===== config.mk =====
export PLATFORM = sky130hd
export DESIGN_NAME = serial_adder_controller
export DESIGN_NICKNAME = d
export VERILOG_FILES = /design/src/rtl/serial_adder_controller_pkg.sv /design/src/rtl/serial_adder_controller_full_adder.sv /design/src/rtl/serial_adder_controller.sv
export SDC_FILE = /design/constraint.sdc
export NUM_CORES = 1
export LEC_CHECK = 0
export ABC_CLOCK_PERIOD_IN_PS = 3700
export CAP_MARGIN = 15
export CORE_ASPECT_RATIO = 1.75
export CORE_MARGIN = 2
export CORE_UTILIZATION = 25
export DETAILED_ROUTE_END_ITERATION = 8
export GPL_TIMING_DRIVEN = 0
export PLACE_DENSITY = 0.41
export SLEW_MARGIN = 20
export SYNTH_ARGS = -nofsm -noshare
export SYNTH_HDL_FRONTEND = slang
export SYNTH_SLANG_ARGS = --single-unit

===== constraint.sdc =====
create_clock -name clk -period 3.7 [get_ports clk]
set_input_delay 0.74 -clock clk [delete_from_list [all_inputs] [get_ports clk]]
set_output_delay 0.74 -clock clk [all_outputs]
set_load 0.005 [all_outputs]

===== src/rtl/serial_adder_controller_pkg.sv =====
// Shared definitions for the bit-serial adder controller: FSM encodings and
// the legal operand-width range.
package serial_adder_controller_pkg;

  // Controller states; encoding 2'd3 is unused and recovers to ST_IDLE.
  typedef enum logic [1:0] {
    ST_IDLE = 2'd0,
    ST_RUN  = 2'd1,
    ST_DONE = 2'd2
  } state_e;

  localparam int WIDTH_MIN = 2;
  localparam int WIDTH_MAX = 64;

  // True when an operand width is inside the supported range.
  function automatic bit width_is_legal(input int w);
    return (w >= WIDTH_MIN) && (w <= WIDTH_MAX);
  endfunction

endpackage


===== src/rtl/serial_adder_controller_full_adder.sv =====
// One-bit full adder cell, time-shared by the serial adder controller.
module full_adder (
  input  logic a,
  input  logic b,
  input  logic carry_in,
  output logic sum,
  output logic carry_out
);

  assign sum       = a ^ b ^ carry_in;
  assign carry_out = (a & b) | (a & carry_in) | (b & carry_in);

endmodule


===== src/rtl/serial_adder_controller.sv =====
// Bit-serial WIDTH-bit adder. Operands are captured on an input handshake,
// added one bit per cycle LSB-first through a single full_adder cell, and the
// result is held on a valid/ready output until the consumer takes it.
module serial_adder_controller
  import serial_adder_controller_pkg::*;
#(
  parameter int WIDTH = 8
) (
  input  logic             clk,
  input  logic             reset,
  input  logic             in_valid,
  output logic             in_ready,
  input  logic [WIDTH-1:0] a,
  input  logic [WIDTH-1:0] b,
  input  logic             carry_in,
  output logic             out_valid,
  input  logic             out_ready,
  output logic [WIDTH-1:0] sum,
  output logic             carry_out,
  output logic             busy
);

  localparam int CNT_W = $clog2(WIDTH);
  localparam logic [CNT_W-1:0] CNT_LAST = CNT_W'(WIDTH - 1);

  if (!width_is_legal(WIDTH)) begin : g_bad_width
    $error("serial_adder_controller: WIDTH must be in 2..64");
  end

  state_e           state_q,  state_d;
  logic [CNT_W-1:0] cnt_q,    cnt_d;
  logic [WIDTH-1:0] a_sh_q,   a_sh_d;
  logic [WIDTH-1:0] b_sh_q,   b_sh_d;
  logic [WIDTH-1:0] sum_sh_q, sum_sh_d;
  logic             c_q,      c_d;
  logic [WIDTH-1:0] sum_q,    sum_d;
  logic             cout_q,   cout_d;

  logic             fa_sum;
  logic             fa_carry;
  logic [WIDTH-1:0] sum_sh_shift;

  full_adder fa0 (
    .a         (a_sh_q[0]),
    .b         (b_sh_q[0]),
    .carry_in  (c_q),
    .sum       (fa_sum),
    .carry_out (fa_carry)
  );

  // New sum bit enters at the MSB so that after WIDTH shifts bit 0 lands at LSB.
  assign sum_sh_shift = {fa_sum, sum_sh_q[WIDTH-1:1]};

  // Next-state, datapath update and handshake decisions for the controller.
  always_comb begin
    state_d  = state_q;
    cnt_d    = cnt_q;
    a_sh_d   = a_sh_q;
    b_sh_d   = b_sh_q;
    sum_sh_d = sum_sh_q;
    c_d      = c_q;
    sum_d    = sum_q;
    cout_d   = cout_q;
    case (state_q)
      ST_IDLE: begin
        if (in_valid) begin
          a_sh_d   = a;
          b_sh_d   = b;
          c_d      = carry_in;
          sum_sh_d = '0;
          cnt_d    = '0;
          state_d  = ST_RUN;
        end else begin
          state_d  = ST_IDLE;
        end
      end
      ST_RUN: begin
        a_sh_d   = {1'b0, a_sh_q[WIDTH-1:1]};
        b_sh_d   = {1'b0, b_sh_q[WIDTH-1:1]};
        sum_sh_d = sum_sh_shift;
        c_d      = fa_carry;
        cnt_d    = cnt_q + CNT_W'(1);
        if (cnt_q == CNT_LAST) begin
          sum_d   = sum_sh_shift;
          cout_d  = fa_carry;
          state_d = ST_DONE;
        end else begin
          state_d = ST_RUN;
        end
      end
      ST_DONE: begin
        if (out_ready) begin
          state_d = ST_IDLE;
        end else begin
          state_d = ST_DONE;
        end
      end
      default: begin
        state_d = ST_IDLE;
      end
    endcase
  end

  // State and datapath registers; reset aborts any operation in flight.
  always_ff @(posedge clk) begin
    if (reset) begin
      state_q  <= ST_IDLE;
      cnt_q    <= '0;
      a_sh_q   <= '0;
      b_sh_q   <= '0;
      sum_sh_q <= '0;
      c_q      <= 1'b0;
      sum_q    <= '0;
      cout_q   <= 1'b0;
    end else begin
      state_q  <= state_d;
      cnt_q    <= cnt_d;
      a_sh_q   <= a_sh_d;
      b_sh_q   <= b_sh_d;
      sum_sh_q <= sum_sh_d;
      c_q      <= c_d;
      sum_q    <= sum_d;
      cout_q   <= cout_d;
    end
  end

  assign in_ready  = (state_q == ST_IDLE);
  assign out_valid = (state_q == ST_DONE);
  assign busy      = (state_q == ST_RUN) || (state_q == ST_DONE);
  assign sum       = sum_q;
  assign carry_out = cout_q;

endmodule

## Yosys cells after proc, flatten, opt, wreduce, memory -nomap -nowiden

Index checks and enable logic that the tools add are counted.

| storage, ports and cells | value |
|---|---|
| flip-flop bits (word level) | 39 |
| latch bits | 0 |
| bits in writable memories | 0 |
| bits in read-only memories | 0 |
| bits of input ports | 21 |
| output and inout port bits | 12 |
| logic and storage cells | 39 |
| memories kept | 0 |

| cells by class | value |
|---|---|
| $add $sub $neg | 1 |
| $mul | 0 |
| div/mod/pow operators | 0 |
| order comparisons | 0 |
| eq/ne operators | 4 |
| shifts and indexed selects | 0 |
| mux-type cells | 14 |
| bitwise operators | 7 |
| reductions and logical operators | 5 |

Operators with widths:

| kind | number |
|---|---|
| one-hot mux 8 bit (2 select lines) | 3 |
| two-way mux 8 bit | 3 |
| one-hot mux 2 bit (3 select lines) | 1 |
| one-hot mux 3 bit (2 select lines) | 1 |
| two-way mux 2 bit | 2 |
| AND reduction 2 bit | 2 |
| adder 3 x 1 -> 3 bit, second input constant | 1 |
| AND 1 bit | 3 |
| == test 3 bit, second input constant | 1 |
| two-way mux 3 bit | 1 |
| == test 2 x 1 -> 1 bit, second input constant | 1 |
| == test 2 bit, second input constant | 1 |
| logical NOT 2 bit | 1 |
| two-way mux 1 bit | 2 |
| inequality test 2 bit, second input constant | 1 |
| bitwise OR 1 bit | 2 |
| one-hot mux 1 bit (2 select lines) | 1 |
| nonzero test 2 bit | 1 |
| bitwise XOR 1 bit | 2 |
| logical OR 1 bit | 1 |

## Depth between registers and ports, before layout

| logic depth | value |
|---|---|
| depth in word-level cells | 4 |
| depth in mapped cells | 7 |
| depth with buffers taken out | 5 |

## Modules after synthesis

From an unflattened synthesis, not the netlist that was laid out.

| second synthesis, totals | value |
|---|---|
| cell total of the unflattened synthesis | 177 |
| area, all modules | 1711.6 µm² |

Modules (own cells, without submodules):

| module | times used | cells each | area an instance (µm²) | sequential area each (µm²) |
|---|---|---|---|---|
| serial_adder_controller | 1 | 176 | 1691.6 | 760.7 |
| full_adder | 1 | 1 | 20.0 | 0.0 |

## Least setup slack after synthesis

Ideal clock, no wire load.

| timing path | value |
|---|---|
| path kind | in2reg |
| start | input port in_valid |
| end | register a_sh_q[1] |
| library setup time | 142 ps |
| arrival time | 1308 ps |
| required time | 3558 ps |
| slack | 2250 ps |
| cell stages on the path | 4 |
| buffers on the path | 1 |
| cells stage by stage | mux2_4 > buf_6 > nor2_1 > a211oi_2 |

| on the way | value |
|---|---|
| longest elaborated chain between the ends | 2 |

Ends and longest elaborated chain:

| what | line | text |
|---|---|---|
| start: declaration | serial_adder_controller.sv:11 | `input logic in_valid,` |
| inequality test 2 bit (no source line) | n/a |  |
| AND reduction 2 bit (no source line) | n/a |  |
| end signal: assignment | serial_adder_controller.sv:118 | `a_sh_q <= a_sh_d;` |
| end: declaration | serial_adder_controller.sv:32 | `logic [WIDTH-1:0] a_sh_q, a_sh_d;` |

Every way passes these cells.
A chain may end at the register's enable or synchronous reset.

## Worst setup path after layout

| timing path | value |
|---|---|
| start | register state_q[0] |
| end | output port in_ready |

| on the way | value |
|---|---|
| longest elaborated chain between the ends | 1 |

Ends and longest elaborated chain:

| what | line | text |
|---|---|---|
| start: declaration | serial_adder_controller.sv:30 | `state_e state_q, state_d;` |
| start signal: assignment | serial_adder_controller.sv:116 | `state_q <= state_d;` |
| logical NOT 2 bit | serial_adder_controller.sv:127 | `assign in_ready = (state_q == ST_IDLE);` |
| end: declaration | serial_adder_controller.sv:12 | `output logic in_ready,` |

Every way passes these cells.

==> impl_metrics.env <==
export IMPL_finalCritPeriodShare_pct=60.92
export IMPL_wire_per_inst_um=13.67
export IMPL_multi_input_area_sq_um=833.3
export IMPL_synth_edf_count=0
export IMPL_synth_flop_cell="dfxtp_1"
export IMPL_final_antenna_net_count=0
export IMPL_place_gp_congestion=0.7238
export IMPL_n_antenna_cell=0
export IMPL_synth_top_area_share_pct=44.54
export IMPL_viasPerCell=4.493
export IMPL_fin_nets=243
export IMPL_final_cell_mix="dfxtp_1, clkdlybuf4s50_1, nand2_1"
export IMPL_fin_total_pwr_mw=1.008
export IMPL_grt_pass1_vias=1364
export IMPL_power_density_mw_per_mm2=446.0
export IMPL_cts_root_buf="clkbuf_16"
export IMPL_holdBufCountCts=0
export IMPL_netlist_area_sq_mm=0.001708
export IMPL_r2r_slack_ns=2.12
export IMPL_die_h_um=113.3
export IMPL_worst_setup_path_type="flop to primary output"
export IMPL_rsz0062_at_grt="no"
export IMPL_max_slew_margin_pct=55.93
export IMPL_antenna_found_initial=0
export IMPL_core_sq_mm=0.006588
export IMPL_postSynth_asyncResetShare_pct=0
export IMPL_cts_tree="yes"
export IMPL_clk_pin_slew_ns=0.05
export IMPL_vdd_drop_max_v=0.0001787
export IMPL_htreeDepth=2
export IMPL_layout_drive_gt1_share_pct=15.42
export IMPL_cp_startpoint="state_q[0]$_SDFF_PP0_"
export IMPL_outcome="complete, no violations"
export IMPL_fp_dieW_um=66.48
export IMPL_hold_path_class="flop to flop"
export IMPL_track_usage_pct=11.92
export IMPL_wl_um=4047
export IMPL_setup_tns_ns=0
export IMPL_maxSlewViolCount=0
export IMPL_ys_ff_latch=38
export IMPL_worstPathRequired_ns=2.96
export IMPL_die_area_sq_mm=0.007535
export IMPL_final_common_cell="dfxtp_1"
export IMPL_cts_resized=0
export IMPL_fin_crit_ns=2.254
export IMPL_cts_buffer_depth=2
export IMPL_start_util_pct=25.93
export IMPL_ys_types=22
export IMPL_final_hold_viol_count=0
export IMPL_regToRegStartpoint="state_q[0]$_SDFF_PP0_"
export IMPL_drc=0
export IMPL_leakagePower_nw=0.8199
export IMPL_regArea_sq_um=760.7
export IMPL_grt_max_degree=11
export IMPL_yosysWarningCount=0
export IMPL_drtIter0Drc=68
export IMPL_dr_pass1_iters=4
export IMPL_ios=33
export IMPL_grt_overflow_total=0
export IMPL_ys_top_cells_by_area="dfxtp_1, a211oi_2, mux2i_1, nand2_1, a21oi_1"
export IMPL_start_kind="flop"
export IMPL_fmax_mhz=443.6
export IMPL_worstMarginPinSlew_ns=0.6611
export IMPL_avgSynthCellArea_sq_um=9.649
export IMPL_cts_setup_buffers=0
export IMPL_synth_seq_area_share_pct=44.54
export IMPL_setup_viol_count_final=0
export IMPL_via_count=1330
export IMPL_port_buffers=31
export IMPL_fp_row_count=39
export IMPL_yosys_area_top_type="dfxtp_1"
export IMPL_cp_max_fo=5
export IMPL_synth_nets=205
export IMPL_grt_pass1_wl_um=6699
export IMPL_min_delay_start="sum[3]$_SDFFE_PP0P_"
export IMPL_area_growth_pct=32.31
export IMPL_fillCellCount=718
export IMPL_post_dp_hpwl_um=2922
export IMPL_worst_skew_pair_late_latency_ns=0.28
export IMPL_cts_sinks=38
export IMPL_arrival_ns=1.51
export IMPL_critical_path_endpoint_type="primary output"
export IMPL_utilization_pct=34.30
export IMPL_syn_inst=177
export IMPL_cts_made_buffers=5
export IMPL_skew_ns=0.002382
export IMPL_maxCapViolCount=0
## metrics by stage
step | setup WS, ns | cells | cell area, sq um | hold WS, ns
floorplan | 2.250 | 177 | 1708 | 0.4321
global placement | 1.631 | 290 | 2121 | 0.4423
detailed placement | 1.621 | 290 | 2121 | 0.4486
CTS | 1.414 | 296 | 2260 | 0.4564
global route | 1.361 | 296 | 2260 | 0.4693
finish | 1.446 | 296 | 2260 | 0.4526
## kinds of logic (layout without fill, tap and decap cells)
group / after synthesis / after routing / synth area share, %
AOI/OAI and AO/OA: 38 / 38 / 18.17
DFF: 38 / 38 / 44.54
muxes: 17 / 17 / 10.26
and+or+nand+nor: 60 / 60 / 14.80
buffers and inverters: 17 / 54 / 6.666
adders and majority gates: 7 / 7 / 5.568
## power breakdown
group          leakage, nW  total (mW)  internal, mW  switching [mW]
Clock               0.0688       0.417         0.260           0.156
Combinational        0.441       0.150        0.0735          0.0767
Sequential           0.310       0.441         0.430          0.0112
## worst max-delay path, cell delays in order (launching register included)
cell             delay, ns
dfxtp_1               0.32
inv_1                 0.08
ha_1                  0.28
clkdlybuf4s50_1       0.55
## per-layer routing
metal / global-route usage [%] / vias to the layer above / wire, um
met3: 2.087 / 4 / 106
met2: 20.20 / 24 / 2224
met1: 13.81 / 620 / 1652
li1: - / 682 / -
met5: 0 / - / 0
met4: 6.531 / 0 / 63
## state kept, by name, indices dropped and copies added, names as in the netlist
| name | flops |
|---|---|
| sum_sh_q | 7 |
| b_sh_q | 8 |
| carry_out | 1 |
| cnt_q | 3 |
| c_q | 1 |
| sum | 8 |
| a_sh_q | 8 |
| state_q | 2 |
## cell type report
type                            count  share of cell area, %
Buffer                             13                  4.374
Clock buffer                        6                  6.146
Inverter                            4                 0.6645
Multi-Input combinational cell    122                  36.88
Sequential cell                    38                  33.67
Tap cell                           82                  4.540
Timing Repair Buffer               31                  13.73
## cell usage after synthesis, drive strengths merged (2+ instances only)
master  count
dfxtp      38
ha          6
mux2i      16
nor2       17
nor3        2
nand2      29
inv         4
buf        10
clkbuf      3
a211oi     15
a22oi       3
nand3       9
a21oi      20
## final timing paths
| check | end | cells after the start |
|---|---|---|
| worst max-delay path | in_ready | 3 |
| worst min-delay path | sum[3]$_SDFFE_PP0P_ | 2 |
| worst max register to register | cnt_q[0]$_SDFFE_PP0P_ | 6 |
| worst min register to register | sum[3]$_SDFFE_PP0P_ | 2 |
Note: power is estimated with default switching activity, not from simulation.
